### config.mk
export PLATFORM = sky130hd
export DESIGN_NAME = serial_pattern_feeder
export DESIGN_NICKNAME = d
export VERILOG_FILES = /design/src/rtl/serial_pattern_feeder.sv
export SDC_FILE = /design/constraint.sdc
export NUM_CORES = 1
export LEC_CHECK = 0
export ABC_AREA = 1
export BUFFER_PORTS_ARGS = -buffer_cell sky130_fd_sc_hd__buf_2
export CORE_ASPECT_RATIO = 2
export CORE_UTILIZATION = 39
export CTS_CLUSTER_DIAMETER = 80
export DETAILED_ROUTE_END_ITERATION = 8
export PLACE_DENSITY = 0.55
export SKIP_CTS_REPAIR_TIMING = 1
export SLEW_MARGIN = 20
export SYNTH_ARGS = -nofsm -noshare
export SYNTH_HDL_FRONTEND = slang
export SYNTH_SLANG_ARGS = --single-unit
### constraint.sdc
create_clock -name clk -period 3.55 [get_ports clk]
set_clock_uncertainty 0.05 [all_clocks]
set_input_delay 0.355 -clock clk [delete_from_list [all_inputs] [get_ports clk]]
set_output_delay 0.355 -clock clk [all_outputs]
set_load 0.05 [all_outputs]
### src/rtl/serial_pattern_feeder.sv
`default_nettype none
// +--------------------------------------------------------------------------+
// | serial_pattern_feeder: double-buffered parallel-to-serial feeder for the |
// | 11011 sequence detector.                        Revision 1.0 (initial)   |
// +--------------------------------------------------------------------------+
module serial_pattern_feeder #(
  parameter int   WIDTH     = 8,
  parameter int   MSB_FIRST = 1,
  parameter logic IDLE_BIT  = 1'b0
) (
  input  logic             clk,
  input  logic             rst,
  input  logic [WIDTH-1:0] data_in,
  input  logic             data_valid,
  output logic             data_ready,
  output logic             out,
  output logic             out_valid,
  output logic             busy,
  output logic             word_done
);

  localparam int              CW       = $clog2(WIDTH);
  localparam logic [CW-1:0]   LAST_CNT = CW'(WIDTH - 1);
  localparam logic [0:0]      S_IDLE   = 1'b0;
  localparam logic [0:0]      S_SHIFT  = 1'b1;

  logic [0:0]       state_q, state_d;
  logic [WIDTH-1:0] shift_q, shift_d;
  logic [CW-1:0]    cnt_q, cnt_d;
  logic [WIDTH-1:0] hold_q, hold_d;
  logic             hold_full_q, hold_full_d;
  logic             out_q, out_d;
  logic             out_valid_q, out_valid_d;
  logic             word_done_q, word_done_d;
  logic             busy_q, busy_d;
  logic             accept;
  logic [WIDTH-1:0] shift_adv;
  logic             next_bit;

  assign data_ready = !hold_full_q && !rst;
  assign accept     = data_valid && data_ready;

  // Bit order only changes which end of the shifter is presented on out.
  generate
    if (MSB_FIRST != 0) begin : g_msb_first
      assign shift_adv = {shift_q[WIDTH-2:0], 1'b0};
      assign next_bit  = shift_d[WIDTH-1];
    end else begin : g_lsb_first
      assign shift_adv = {1'b0, shift_q[WIDTH-1:1]};
      assign next_bit  = shift_d[0];
    end
  endgenerate

  always_comb begin
    state_d     = state_q;
    shift_d     = shift_q;
    cnt_d       = cnt_q;
    hold_d      = hold_q;
    hold_full_d = hold_full_q;
    case (state_q)
      S_IDLE: begin
        if (accept) begin
          shift_d = data_in;
          cnt_d   = '0;
          state_d = S_SHIFT;
        end
      end
      default: begin
        if (cnt_q == LAST_CNT) begin
          // ready is low while the hold is full, so drain and accept never collide
          if (hold_full_q) begin
            shift_d     = hold_q;
            hold_full_d = 1'b0;
            cnt_d       = '0;
          end else if (accept) begin
            shift_d = data_in;
            cnt_d   = '0;
          end else begin
            state_d = S_IDLE;
          end
        end else begin
          cnt_d   = cnt_q + CW'(1);
          shift_d = shift_adv;
          if (accept) begin
            hold_d      = data_in;
            hold_full_d = 1'b1;
          end
        end
      end
    endcase
  end

  assign out_valid_d = (state_d == S_SHIFT);
  assign out_d       = out_valid_d ? next_bit : IDLE_BIT;
  assign word_done_d = out_valid_d && (cnt_d == LAST_CNT);
  assign busy_d      = out_valid_d || hold_full_d;

  always_ff @(posedge clk) begin
    if (rst) begin
      state_q     <= S_IDLE;
      shift_q     <= '0;
      cnt_q       <= '0;
      hold_q      <= '0;
      hold_full_q <= 1'b0;
      out_q       <= IDLE_BIT;
      out_valid_q <= 1'b0;
      word_done_q <= 1'b0;
      busy_q      <= 1'b0;
    end else begin
      state_q     <= state_d;
      shift_q     <= shift_d;
      cnt_q       <= cnt_d;
      hold_q      <= hold_d;
      hold_full_q <= hold_full_d;
      out_q       <= out_d;
      out_valid_q <= out_valid_d;
      word_done_q <= word_done_d;
      busy_q      <= busy_d;
    end
  end

  assign out       = out_q;
  assign out_valid = out_valid_q;
  assign word_done = word_done_q;
  assign busy      = busy_q;

endmodule
`default_nettype wire

* Word-level counts from Yosys, hierarchy flattened
Index checks and enable logic that the tools add are counted.
** Word-level totals
- Register bits after elaboration :: 24
- Output and inout port bits :: 5
- Logic and storage cells :: 36
** Operators by class
- $add $sub $neg :: 1
- Equality and inequality tests :: 2
- Multiplexer cells :: 15
- Bitwise gates (word level) :: 2
- Reductions and logical operators :: 8
** Operators with widths (number)
- $mux 8 :: 4
- $mux 3 :: 4
- $mux 1 :: 7
- $eq 3x3->1 const B :: 2
- $add 3x1->3 const B :: 1
- $logic_and 1x1->1 :: 3
- $reduce_and 3->1 :: 1
- $logic_not 1->1 :: 2
- $not 1->1 :: 2
- $reduce_or 2->1 :: 1
- $logic_or 1x1->1 :: 1

* Longest topological paths before layout
Gate-level depths: netlist (run 1).
- Word-level depth :: 9
- Mapped depth :: 9

* Worst setup path before layout (run 1)
Ideal clock, no wire load.
- Path type :: reg-to-reg
- Start :: reg out_valid (netlist name)
- End :: reg hold_q[1]
- Library setup time :: 0.119 ns
- Data arrival time :: 1.436 ns
- Path slack :: 1.945 ns
- Cell stages (with the launch flop) :: 7
- Path buffers :: 1
- Period minus slack after synthesis :: 1.605 ns
- Cell sequence :: dfxtp_1 > inv_1 > nor2_4 > nand3_1 > buf_4 > o21ai_0 > a21oi_1
** RTL lines
- end signal, assigned :: RTL line 113 : hold_q <= hold_d;
- end, declared :: RTL line 30 : logic [WIDTH-1:0] hold_q, hold_d;

* Worst setup path in the final report (run 1)
- Start :: reg cnt_q[0]
- End :: reg hold_q[6]
** Between the ends
- Longest elaborated chain between the ends :: 3
** RTL lines
- start, declared :: RTL line 29 : logic [CW-1:0] cnt_q, cnt_d;
- start signal, assigned :: RTL line 112 : cnt_q <= cnt_d;
- $eq 3x3->1 :: RTL line 69 : if (cnt_q == LAST_CNT) begin
- $not 1->1 (no source line)
- $reduce_and 3->1 (no source line)
No other way between the ends.
A chain may end at the register's enable or synchronous reset.

==> results of run 1 <==
report_power, final:
part / internal (mW) / switching (mW)
Clock: 0.0758 / 0.0804
Sequential: 0.284 / 0.00707
Combinational: 0.0240 / 0.0516
worst max-delay path: cells and delay by family (launching register included):
family / cells / cell delay (ns)
compound gates: 2 / 0.36
simple gates: 2 / 0.55
fa+ha+maj: 2 / 0.44
flops: 1 / 0.33
kinds of logic (layout without fill, tap and decap cells):
kind of cell / Yosys count / after routing / synth area share [%]
DFF: 24 / 24 / 44.24
and+or+nand+nor: 67 / 67 / 27.19
adders and majority gates: 2 / 2 / 2.304
AOI/OAI and AO/OA: 29 / 29 / 14.75
buffers and inverters: 22 / 34 / 11.52
placed cells by master (no fill, tap or decap), types with 2 or more instances in the layout:
cell type  Yosys  final
nor2_1        18     18
nand3_1       12     12
o211ai_1       6      6
ha_1           2      2
clkbuf_8       2      3
inv_1         16     16
nand2_1       31     31
o21ai_0        8      8
a21oi_1       15     15
buf_2          0     15
dfxtp_1       24     24
layout make-up:
| type | instances | area [µm²] | share of cell area, % |
|---|---|---|---|
| multi-input cells | 98 | 480.5 | 40.98 |
| inverters | 16 | 60.06 | 5.123 |
| clock buffers | 3 | 41.29 | 3.522 |
| well taps | 28 | 35.03 | 2.988 |
| flip-flops and latches | 24 | 480.5 | 40.98 |
| repair buffers | 15 | 75.07 | 6.403 |
final timing paths:
check | to | startpoint | slack [ns]
worst max-delay path | hold_q[6]$_SDFFE_PP0P_ | cnt_q[0]$_SDFF_PP0_ | 1.67
worst min-delay path | cnt_q[0]$_SDFF_PP0_ | rst | 0.30
worst max register to register | hold_q[6]$_SDFFE_PP0P_ | cnt_q[0]$_SDFF_PP0_ | 1.67
worst min register to register | hold_q[4]$_SDFFE_PP0P_ | hold_q[4]$_SDFFE_PP0P_ | 0.41
layer usage:
metal,track usage [%],vias up,routed length (µm)
met5,0,-,0
met4,9.655,0,55
met3,2.041,5,45
met2,31.00,15,1212
met1,19.04,425,962
li1,-,489,-
registers in the layout, indices dropped and copies added, names as in the netlist:
register and flops:
word_done 1, hold_full_q 1, busy 1, hold_q 8
cnt_q 3, out 1, shift_q 8, out_valid 1
stage by stage:
step	hold WS (ns)	util (%)	power [mW]	setup WS, ns
2_1_floorplan	0.3741	-	0.3584	1.945
6_report	0.2993	45.05	0.5229	1.667
3_3_place_gp	0.3985	43.46	0.3726	1.718
5_1_grt	0.3071	45.05	0.5529	1.434
4_1_cts	0.3039	45.05	0.5286	1.659
3_5_place_dp	0.3982	43.46	0.3736	1.659
==> metrics.md, run 1 <==
| Metric | Value |
|---|---|
| Wire length per cell | `12.37 µm` |
| HP Class | `input pin to flip-flop` |
| EDFF count, synth | `0` |
| Hold Fails Final Rpt | `0` |
| Worst Hold Path Cells | `2` |
| Least-Margin Pin Slew | `0.5067 ns` |
| Pleak | `0.5334 nW` |
| Asr flop ratio synth | `0%` |
| GRT Residual Overflow | `0` |
| Setup Viol. Count Final | `0` |
| Post-layout min period | `1.883 ns` |
| Antenna cells | `0` |
| Detailed-route wire length | `2.276 mm` |
| CTS clk-pin slew, worst paths | `0.08 ns` |
| Slowest stage cell, crit path | `nand3_1` |
| Final instance area | `1172 µm²` |
| Clock buffer depth | `2` |
| Vias | `934` |
| Synthesized area per cell | `7.542 µm²` |
| Synth cell types | `20` |
| RSZ-0062 raised after global routing | `no` |
| TNS Setup | `0 ns` |
| Main flop type after synthesis | `dfxtp_1` |
| Core area | `2603 µm²` |
| Clk_lat worst skew | `0.26 ns` |
| Most common cell in the netlist | `nand2_1` |
| Cells after synthesis | `144` |
| Die area | `3013 µm²` |
| Max-cap violation count | `0` |
| Post-synth net total | `157` |
| Post-synth top area cell | `dfxtp_1` |
| Top Ports | `16` |
| Root buf cell | `clkbuf_8` |
| Count of clock tree sinks | `24` |
| Port bufs | `15` |
| Worst EP arrival | `1.96 ns` |
| Largest fanout on the critical path | `16` |
| Slowest stage delay, CP | `0.38 ns` |
| Largest net degree at the start of global routing | `17` |
| PwrDens | `446.0 nW/µm²` |
| Share of cells above drive strength 1 | `14.10%` |
| Nature of the critical path startpoint | `flip-flop` |
| RD Place Congestion | `0.8282` |
| Initial drt markers | `28` |
| Final period util | `53.04%` |
| Via density | `5.076` |
| Area Overhead vs Synth | `7.949%` |
| Cell Chain, Critical Path | `ha_1 > ha_1 > nor2_4 > nand3_1 > o21ai_0 > a21oi_1` |
| Row count | `26` |
| Detail Route Antenna Nets | `0` |
| Num CTS Buffers | `3` |
| DR pass1 iterations | `4` |
| Warnings, synthesis | `0` |
| Number of global-route vias before repair | `902` |
| Slew Limit Fails | `0` |
| Seq/Total Area, Yosys | `44.24%` |
| Post-DP Area | `1131 µm²` |
| Synthesized area | `1086 µm²` |
| Worst VDD drop | `222.2 µV` |
| DRC viols | `0` |
| Layout Nets | `171` |
| CP Capture Type | `flip-flop` |
| Yosys reg bits | `24` |
| Status | `completed` |
| Most common library cells after synthesis | `nand2_1, dfxtp_1, nor2_1, inv_1, a21oi_1` |
| Placed wire-length estimate | `1.732 mm` |
| CTS H-tree lvls | `1` |
| Placed cell count | `181` |
| Starting Density | `41.73%` |
| Slew headroom | `66.13%` |
| Width of the die | `39.32 µm` |
| Critical path type | `flip-flop to flip-flop` |
| Share of the synthesized area in the top cell type | `44.24%` |
| First-pass GRT wire length | `3.808 mm` |
| CTS tree | `yes` |
| FILL cells | `280` |
| Initial antenna violation count | `0` |
| Cell mode on critical path | `ha_1` |
| Peak Freq | `0.5311 GHz` |
| Final non-filler cell total | `184` |
| Worst path required time | `3.63 ns` |
| Reg2Reg Depth | `6` |
| Synth area leaders | `dfxtp_1, nand2_1, a21oi_1, nor2_1, nand3_1` |
| All-Layer GR Usage | `17.82%` |
| Die Span Y | `76.63 µm` |
Note: power is estimated with default switching activity, not from simulation.
==> inputs of run 2 (changes only) <==
Clock period 3.55 ns to 1.75 ns, I/O delays scaled along.
==> run 2 against run 1 <==
Combinational power rose by 120%. Register-to-register slack got worse by 1.5 ns. Critical path type unchanged. Sequential share of layout area fell by 1.9 points. Non-clock buffer count rose by 5. Setup slack got worse by 1.5 ns.
==> metrics.md, run 2 (synthesis gave the netlist of run 1 again) <==
| Metric | Value |
|---|---|
| Num CTS Buffers | `3 (unchanged)` |
| Sw Pwr | `0.3012 mW (was 0.1390 mW)` |
| PwrDens | `922.3 nW/µm² (was 446.0 nW/µm²)` |
| TNS Setup | `0 ns (unchanged)` |
| Reg2reg setup slack | `0.15 ns (was 1.67 ns)` |
| Worst EP arrival | `1.72 ns (was 1.96 ns)` |
| Initial antenna violation count | `0 (unchanged)` |
| Switching part of the total | `26.58% (was 26.59%)` |
| Worst r2r dst | `hold_q[2]$_SDFFE_PP0P_ (was hold_q[6]$_SDFFE_PP0P_)` |
| Number of global-route vias before repair | `953 (was 902)` |
| Critical path type | `flip-flop to flip-flop (unchanged)` |
| Area Overhead vs Synth | `13.13% (was 7.949%)` |
| Width of the die | `39.32 µm (unchanged)` |
| Nature of the critical path startpoint | `flip-flop (unchanged)` |
| Crit path from | `cnt_q[0]$_SDFF_PP0_ (unchanged)` |
| Status | `completed (unchanged)` |
| Count of clock tree sinks | `24 (unchanged)` |
| Clk_lat worst skew | `0.27 ns (was 0.26 ns)` |
| Via density | `5.216 (was 5.076)` |
| Seq pwr share | `52.1% (was 55.7%)` |
| Worst path required time | `1.87 ns (was 3.63 ns)` |
| Wire length per cell | `12.67 µm (was 12.37 µm)` |
| Detailed-route wire length | `2.407 mm (was 2.276 mm)` |
| Share of cells above drive strength 1 | `17.90% (was 14.10%)` |
| Initial drt markers | `16 (was 28)` |
| Hold Fails Final Rpt | `0 (unchanged)` |
| CP Capture Type | `flip-flop (unchanged)` |
| CP Capture Point | `hold_q[2]$_SDFFE_PP0P_ (was hold_q[6]$_SDFFE_PP0P_)` |
| DR pass1 iterations | `5 (was 4)` |
| CTS tree | `yes (unchanged)` |
| Least-Margin Pin Slew | `0.4502 ns (was 0.5067 ns)` |
| Overall Power | `1.133 mW (was 0.5229 mW)` |
| Clock power frac | `33.6% (was 29.9%)` |
| Max-cap violation count | `0 (unchanged)` |
| Clock buffer depth | `2 (unchanged)` |
| First-pass GRT wire length | `3.884 mm (was 3.808 mm)` |
| Detail Route Antenna Nets | `0 (unchanged)` |
| All-Layer GR Usage | `18.59% (was 17.82%)` |
| RSZ-0062 raised after global routing | `no (unchanged)` |
| Reg2Reg Depth | `7 (was 6)` |
| Root buf cell | `clkbuf_8 (unchanged)` |
| Post-layout min period | `1.601 ns (was 1.883 ns)` |
| Setup Viol. Count Final | `0 (unchanged)` |
| FILL cells | `268 (was 280)` |
| Most common cell after layout, fill and taps aside | `nand2_1 (unchanged)` |
| Top Ports | `16 (unchanged)` |
| Final period util | `91.46% (was 53.04%)` |
| CTS H-tree lvls | `1 (unchanged)` |
| Pleak | `0.5641 nW (was 0.5334 nW)` |
| Slew headroom | `69.95% (was 66.13%)` |
| HP Class | `input pin to flip-flop (unchanged)` |
| Antenna cells | `0 (unchanged)` |
| Int Power | `0.8320 mW (was 0.3839 mW)` |
| Die Span Y | `76.63 µm (unchanged)` |
| DRC viols | `0 (unchanged)` |
| R2R Path Start | `cnt_q[0]$_SDFF_PP0_ (unchanged)` |
| Core area | `2603 µm² (unchanged)` |
| Die area | `3013 µm² (unchanged)` |
| Starting Density | `41.73% (unchanged)` |
| CTS clk-pin slew, worst paths | `0.08 ns (about the same)` |
| Row count | `26 (unchanged)` |
| Vias | `991 (was 934)` |
| Comb power frac | `14.4% (was 14.5%)` |
| Port bufs | `15 (unchanged)` |
| Worst VDD drop | `620.2 µV (was 222.2 µV)` |
| Largest fanout on the critical path | `10 (was 16)` |
| GRT Residual Overflow | `0 (unchanged)` |
| Top Registers | `hold_q: 8 flops, shift_q: 8 flops, cnt_q: 3 flops (unchanged)` |
| RD Place Congestion | `0.8319 (was 0.8282)` |
| Largest net degree at the start of global routing | `17 (unchanged)` |
| Most frequent cells in the layout | `nand2_1, dfxtp_1, nor2_1, inv_1 (unchanged)` |
| Peak Freq | `0.6248 GHz (was 0.5311 GHz)` |
| Layout Nets | `176 (was 171)` |
| Placed wire-length estimate | `1.817 mm (was 1.732 mm)` |
| Slew Limit Fails | `0 (unchanged)` |
==> run 2: metal layers <==
layer  share of wire (%)  up-vias  GRT usage (%)
li1                    -      498              -
met1                  37      463          16.64
met2                  57       23          34.17
met3                 3.0        7          3.207
met4                 2.6        0          11.03
met5                   0        -              0
==> run 2: worst min path at each step <==
stage          depth (start not counted)                      to                   start
2_1_floorplan                          1     cnt_q[0]$_SDFF_PP0_                     rst
3_3_place_gp                           2  hold_q[1]$_SDFFE_PP0P_  hold_q[1]$_SDFFE_PP0P_
3_5_place_dp                           2  hold_q[4]$_SDFFE_PP0P_  hold_q[4]$_SDFFE_PP0P_
4_1_cts                                2     cnt_q[2]$_SDFF_PP0_                     rst
5_1_grt                                2     cnt_q[2]$_SDFF_PP0_                     rst
6_report                               2     cnt_q[2]$_SDFF_PP0_                     rst
==> run 2: power groups by stage <==
| stage | Combinational (mW) | Sequential [mW] | Clock, mW |
|---|---|---|---|
| after floorplan | 0.109 | 0.618 | 0 |
| after global placement | 0.161 | 0.602 | 0 |
| after detailed placement | 0.164 | 0.603 | 0 |
| after CTS | 0.165 | 0.590 | 0.392 |
| after global routing | 0.182 | 0.594 | 0.412 |
| final | 0.163 | 0.590 | 0.381 |
==> run 2: worst max-delay path, stage by stage, from the launching register on <==
cell and delay [ns]:
dfxtp_1 0.33, ha_1 0.20, ha_1 0.23, nor2_4 0.17, nand3_2 0.12, buf_4 0.19
o21ai_0 0.15, a21oi_1 0.06
==> run 2: per-stage QoR <==
stage	hold slack, ns	utilization, %	std cells	setup slack, ns	cell area (µm²)
global placement	0.3900	44.90	186	0.1647	1169
finish	0.1156	47.21	190	0.1494	1229
detailed placement	0.3990	44.90	186	0.1109	1169
CTS	0.1137	47.02	190	0.1007	1224
floorplan	0.1941	-	144	0.1446	1086
global route	0.1210	47.21	190	0.009295	1229
==> run 2: final cells by class <==
| cell class | instances | area [µm²] | area share, % |
|---|---|---|---|
| Clock buffer | 4 | 55.05 | 4.481 |
| Tap cell | 28 | 35.03 | 2.851 |
| Sequential cell | 24 | 480.5 | 39.10 |
| Multi-Input combinational cell | 98 | 485.5 | 39.51 |
| Inverter | 16 | 60.06 | 4.888 |
| Timing Repair Buffer | 20 | 112.6 | 9.165 |
==> inputs of run 3 (changes only) <==
Settings changed: ABC_AREA 1 to not set, CORE_ASPECT_RATIO 2 to 1.4, CORE_MARGIN set to 2.
==> run 3 against run 2 <==
Die area is 6.9% higher. Sequential share of layout area shrank 2.2 points. Largest cell class unchanged. Worst hold slack got worse by 0.051 ns. Routed wire length decreased by 1.8%. Setup slack lost 0.012 ns. Combinational power up 3%. Via count is 5.2% lower.
==> metrics.md, run 3 <==
| Metric | Value |
|---|---|
| Pleak | `0.4906 nW (was 0.5641 nW)` |
| Die Span Y | `66.37 µm (was 76.63 µm)` |
| CTS H-tree lvls | `1 (unchanged)` |
| CTS tree | `yes (unchanged)` |
| Share of the synthesized area in the top cell type | `42.49% (was 44.24%)` |
| Status | `completed (unchanged)` |
| Final period util | `92.16% (was 91.46%)` |
| HP Class | `input pin to flip-flop (unchanged)` |
| Vias | `939 (was 991)` |
| Width of the die | `48.55 µm (was 39.32 µm)` |
| Num CTS Buffers | `3 (unchanged)` |
| PwrDens | `785.6 nW/µm² (was 922.3 nW/µm²)` |
| CP delay by family, top | `compound AO/OA/AOI/OAI gates (was adder cells)` |
| Root buf cell | `clkbuf_4 (was clkbuf_8)` |
| Cells after synthesis | `119 (was 144)` |
| Post-layout min period | `1.613 ns (was 1.601 ns)` |
| Warnings, synthesis | `0 (unchanged)` |
| Port bufs | `15 (unchanged)` |
| Slew Limit Fails | `0 (unchanged)` |
| Top Ports | `16 (unchanged)` |
| GRT Residual Overflow | `0 (unchanged)` |
| Count of clock tree sinks | `23 (was 24)` |
| TNS Setup | `0 ns (unchanged)` |
| Cell count along the critical path | `5 (was 7)` |
| Via density | `5.428 (was 5.216)` |
| Worst Hold Margin | `0.06431 ns (was 0.1156 ns)` |
| Critical path type | `flip-flop to flip-flop (unchanged)` |
| Setup Viol. Count Final | `0 (unchanged)` |
| Number of global-route vias before repair | `894 (was 953)` |
| Detail Route Antenna Nets | `0 (unchanged)` |
| Cell Chain, Critical Path | `ha_1 > ha_4 > nor2b_1 > o211ai_1 > a2111oi_2 (was ha_1 > ha_1 > nor2_4 > nand3_2 > buf_4 > o21ai_0 > a21oi_1)` |
| Storage element area | `460.4 µm² (was 480.5 µm²)` |
| Worst Hold Path Cells | `3 (was 2)` |
| Footprint of the multi-input gates | `564.3 µm² (was 485.5 µm²)` |
| Least-Margin Pin Slew | `0.5031 ns (was 0.4502 ns)` |
| Most common library cells after synthesis | `dfxtp_1, a21oi_1, nand3_1, o21ai_1 (was nand2_1, dfxtp_1, nor2_1, inv_1, a21oi_1)` |
| Reg2Reg Depth | `5 (was 7)` |
| Seq/Total Area, Yosys | `42.49% (was 44.24%)` |
| Largest fanout on the critical path | `11 (was 10)` |
| Clock buffer depth | `2 (unchanged)` |
| EDFF count, synth | `0 (unchanged)` |
| RD Place Congestion | `0.8009 (was 0.8319)` |
| Placed wire-length estimate | `1.666 mm (was 1.817 mm)` |
| DRC viols | `0 (unchanged)` |
| Worst VDD drop | `503.9 µV (was 620.2 µV)` |
| Max reg flops | `8` |
| DR pass1 iterations | `4 (was 5)` |
| Synth cell types | `29 (was 20)` |
| Synthesized area per cell | `9.105 µm² (was 7.542 µm²)` |
| Clk_lat worst skew | `0.30 ns (was 0.27 ns)` |
| Die area | `3222 µm² (was 3013 µm²)` |
| Initial antenna violation count | `0 (unchanged)` |
| Worst EP arrival | `1.78 ns (was 1.72 ns)` |
| Nature of the critical path startpoint | `flip-flop (unchanged)` |
| Core area | `2643 µm² (was 2603 µm²)` |
| FILL cells | `282 (was 268)` |
| Peak Freq | `0.6200 GHz (was 0.6248 GHz)` |
| Detailed-route wire length | `2.363 mm (was 2.407 mm)` |
| Layout Nets | `151 (was 176)` |
| Slew headroom | `66.42% (was 69.95%)` |
| Wire length per cell | `13.66 µm (was 12.67 µm)` |
| Antenna cells | `0 (unchanged)` |
| Initial drt markers | `17 (was 16)` |
| First-pass GRT wire length | `4.119 mm (was 3.884 mm)` |
| Placed cell count | `169 (was 186)` |
| Asr flop ratio synth | `0% (unchanged)` |
| Synthesized area | `1084 µm² (was 1086 µm²)` |
| Most flops, register | `hold_q` |
| Buf+Inv Stages, Crit Path | `0 (was 1)` |
| Most frequent cells in the layout | `dfxtp_1, buf_2, a21oi_1, nand3_1, buf_4 (was nand2_1, dfxtp_1, nor2_1, inv_1)` |
| Starting Density | `41.00% (was 41.73%)` |
| All-Layer GR Usage | `16.40% (was 18.59%)` |
| Row count | `22 (was 26)` |
| Post-synth top area cell | `dfxtp_1 (unchanged)` |
| CP Capture Type | `flip-flop (unchanged)` |
| Share of cells above drive strength 1 | `24.09% (was 17.90%)` |
| Hold Fails Final Rpt | `0 (unchanged)` |
| Main flop type after synthesis | `dfxtp_1 (unchanged)` |
| Post-synth net total | `132 (was 157)` |
| Synth area leaders | `dfxtp_1, mux2i_1, a21oi_1, nand3b_1, a221oi_1 (was dfxtp_1, nand2_1, a21oi_1, nor2_1, nand3_1)` |
| Slowest stage cell, crit path | `dfxtp_1 (unchanged)` |
| Worst path required time | `1.92 ns (was 1.87 ns)` |
| Largest net degree at the start of global routing | `20 (was 17)` |
| Yosys reg bits | `23 (was 24)` |
| RSZ-0062 raised after global routing | `no (unchanged)` |
| Top Registers | `hold_q: 8 flops, shift_q: 7 flops, cnt_q: 3 flops (was hold_q: 8 flops, shift_q: 8 flops, cnt_q: 3 flops)` |
| Area Overhead vs Synth | `15.13% (was 13.13%)` |
| Most common cell in the netlist | `dfxtp_1 (was nand2_1)` |
| Most common cell after layout, fill and taps aside | `dfxtp_1 (was nand2_1)` |
| Final non-filler cell total | `173 (was 190)` |
| Max-cap violation count | `0 (unchanged)` |
| Slowest stage delay, CP | `0.36 ns (was 0.33 ns)` |
| CTS clk-pin slew, worst paths | `0.13 ns (was 0.08 ns)` |
[run 3: kinds of logic (layout without fill, tap and decap cells)]
logic type	Yosys count	after routing	synth area share [%]
mux	7	7	6.467
fa+ha+maj	2	2	2.309
compound gates	41	41	23.79
buf+inv	12	30	6.581
simple gates	34	34	18.36
flops	23	23	42.49
[run 3: final timing paths]
path | slack (ns) | from | to
hold / removal | 0.06 | data_in[7] | hold_q[7]$_SDFFE_PP0P_
hold reg to reg | 0.43 | hold_q[1]$_SDFFE_PP0P_ | hold_q[1]$_SDFFE_PP0P_
setup reg to reg | 0.14 | cnt_q[0]$_SDFF_PP0_ | word_done$_SDFF_PP0_
setup / recovery | 0.14 | cnt_q[0]$_SDFF_PP0_ | word_done$_SDFF_PP0_
[run 3: layer usage]
| metal | track usage, % | routed length (µm) |
|---|---|---|
| met5 | 0 | 0 |
| met4 | 7.500 | 24 |
| met3 | 2.262 | 66 |
| met2 | 29.17 | 1183 |
| met1 | 19.58 | 1088 |
[run 3: cell type report]
type / instances / area share (%)
Multi-Input combinational cell: 84 / 45.24
Clock inverter: 1 / 0.4012
Inverter: 2 / 0.6018
Tap cell: 36 / 3.611
Clock buffer: 3 / 1.805
Sequential cell: 23 / 36.91
Timing Repair Buffer: 24 / 11.43
[run 3: power by group]
group	internal, mW	switching, mW	leakage, nW	total [mW]
combinational	0.0642	0.104	0.285	0.168
sequential	0.551	0.0173	0.188	0.568
clock	0.0852	0.159	0.0177	0.244
total	0.700	0.280	0.491	0.980
[run 3: worst reg2reg max path, cell delays in order, from the launching register on]
cell,delay [ns]
dfxtp_1,0.36
ha_1,0.20
ha_4,0.20
nor2b_1,0.21
o211ai_1,0.15
a2111oi_2,0.36
[run 3: per-stage QoR]
step	utilization, %	setup WS [ns]	instance area, µm²	total power, mW
after floorplan	-	0.1718	1084	0.6993
after global placement	45.69	0.1076	1207	0.7480
after detailed placement	45.69	0.02203	1207	0.7492
after CTS	46.73	-0.005422	1235	0.9923
after global routing	47.21	0.01047	1247	1.037
final	47.21	0.1372	1247	0.9800
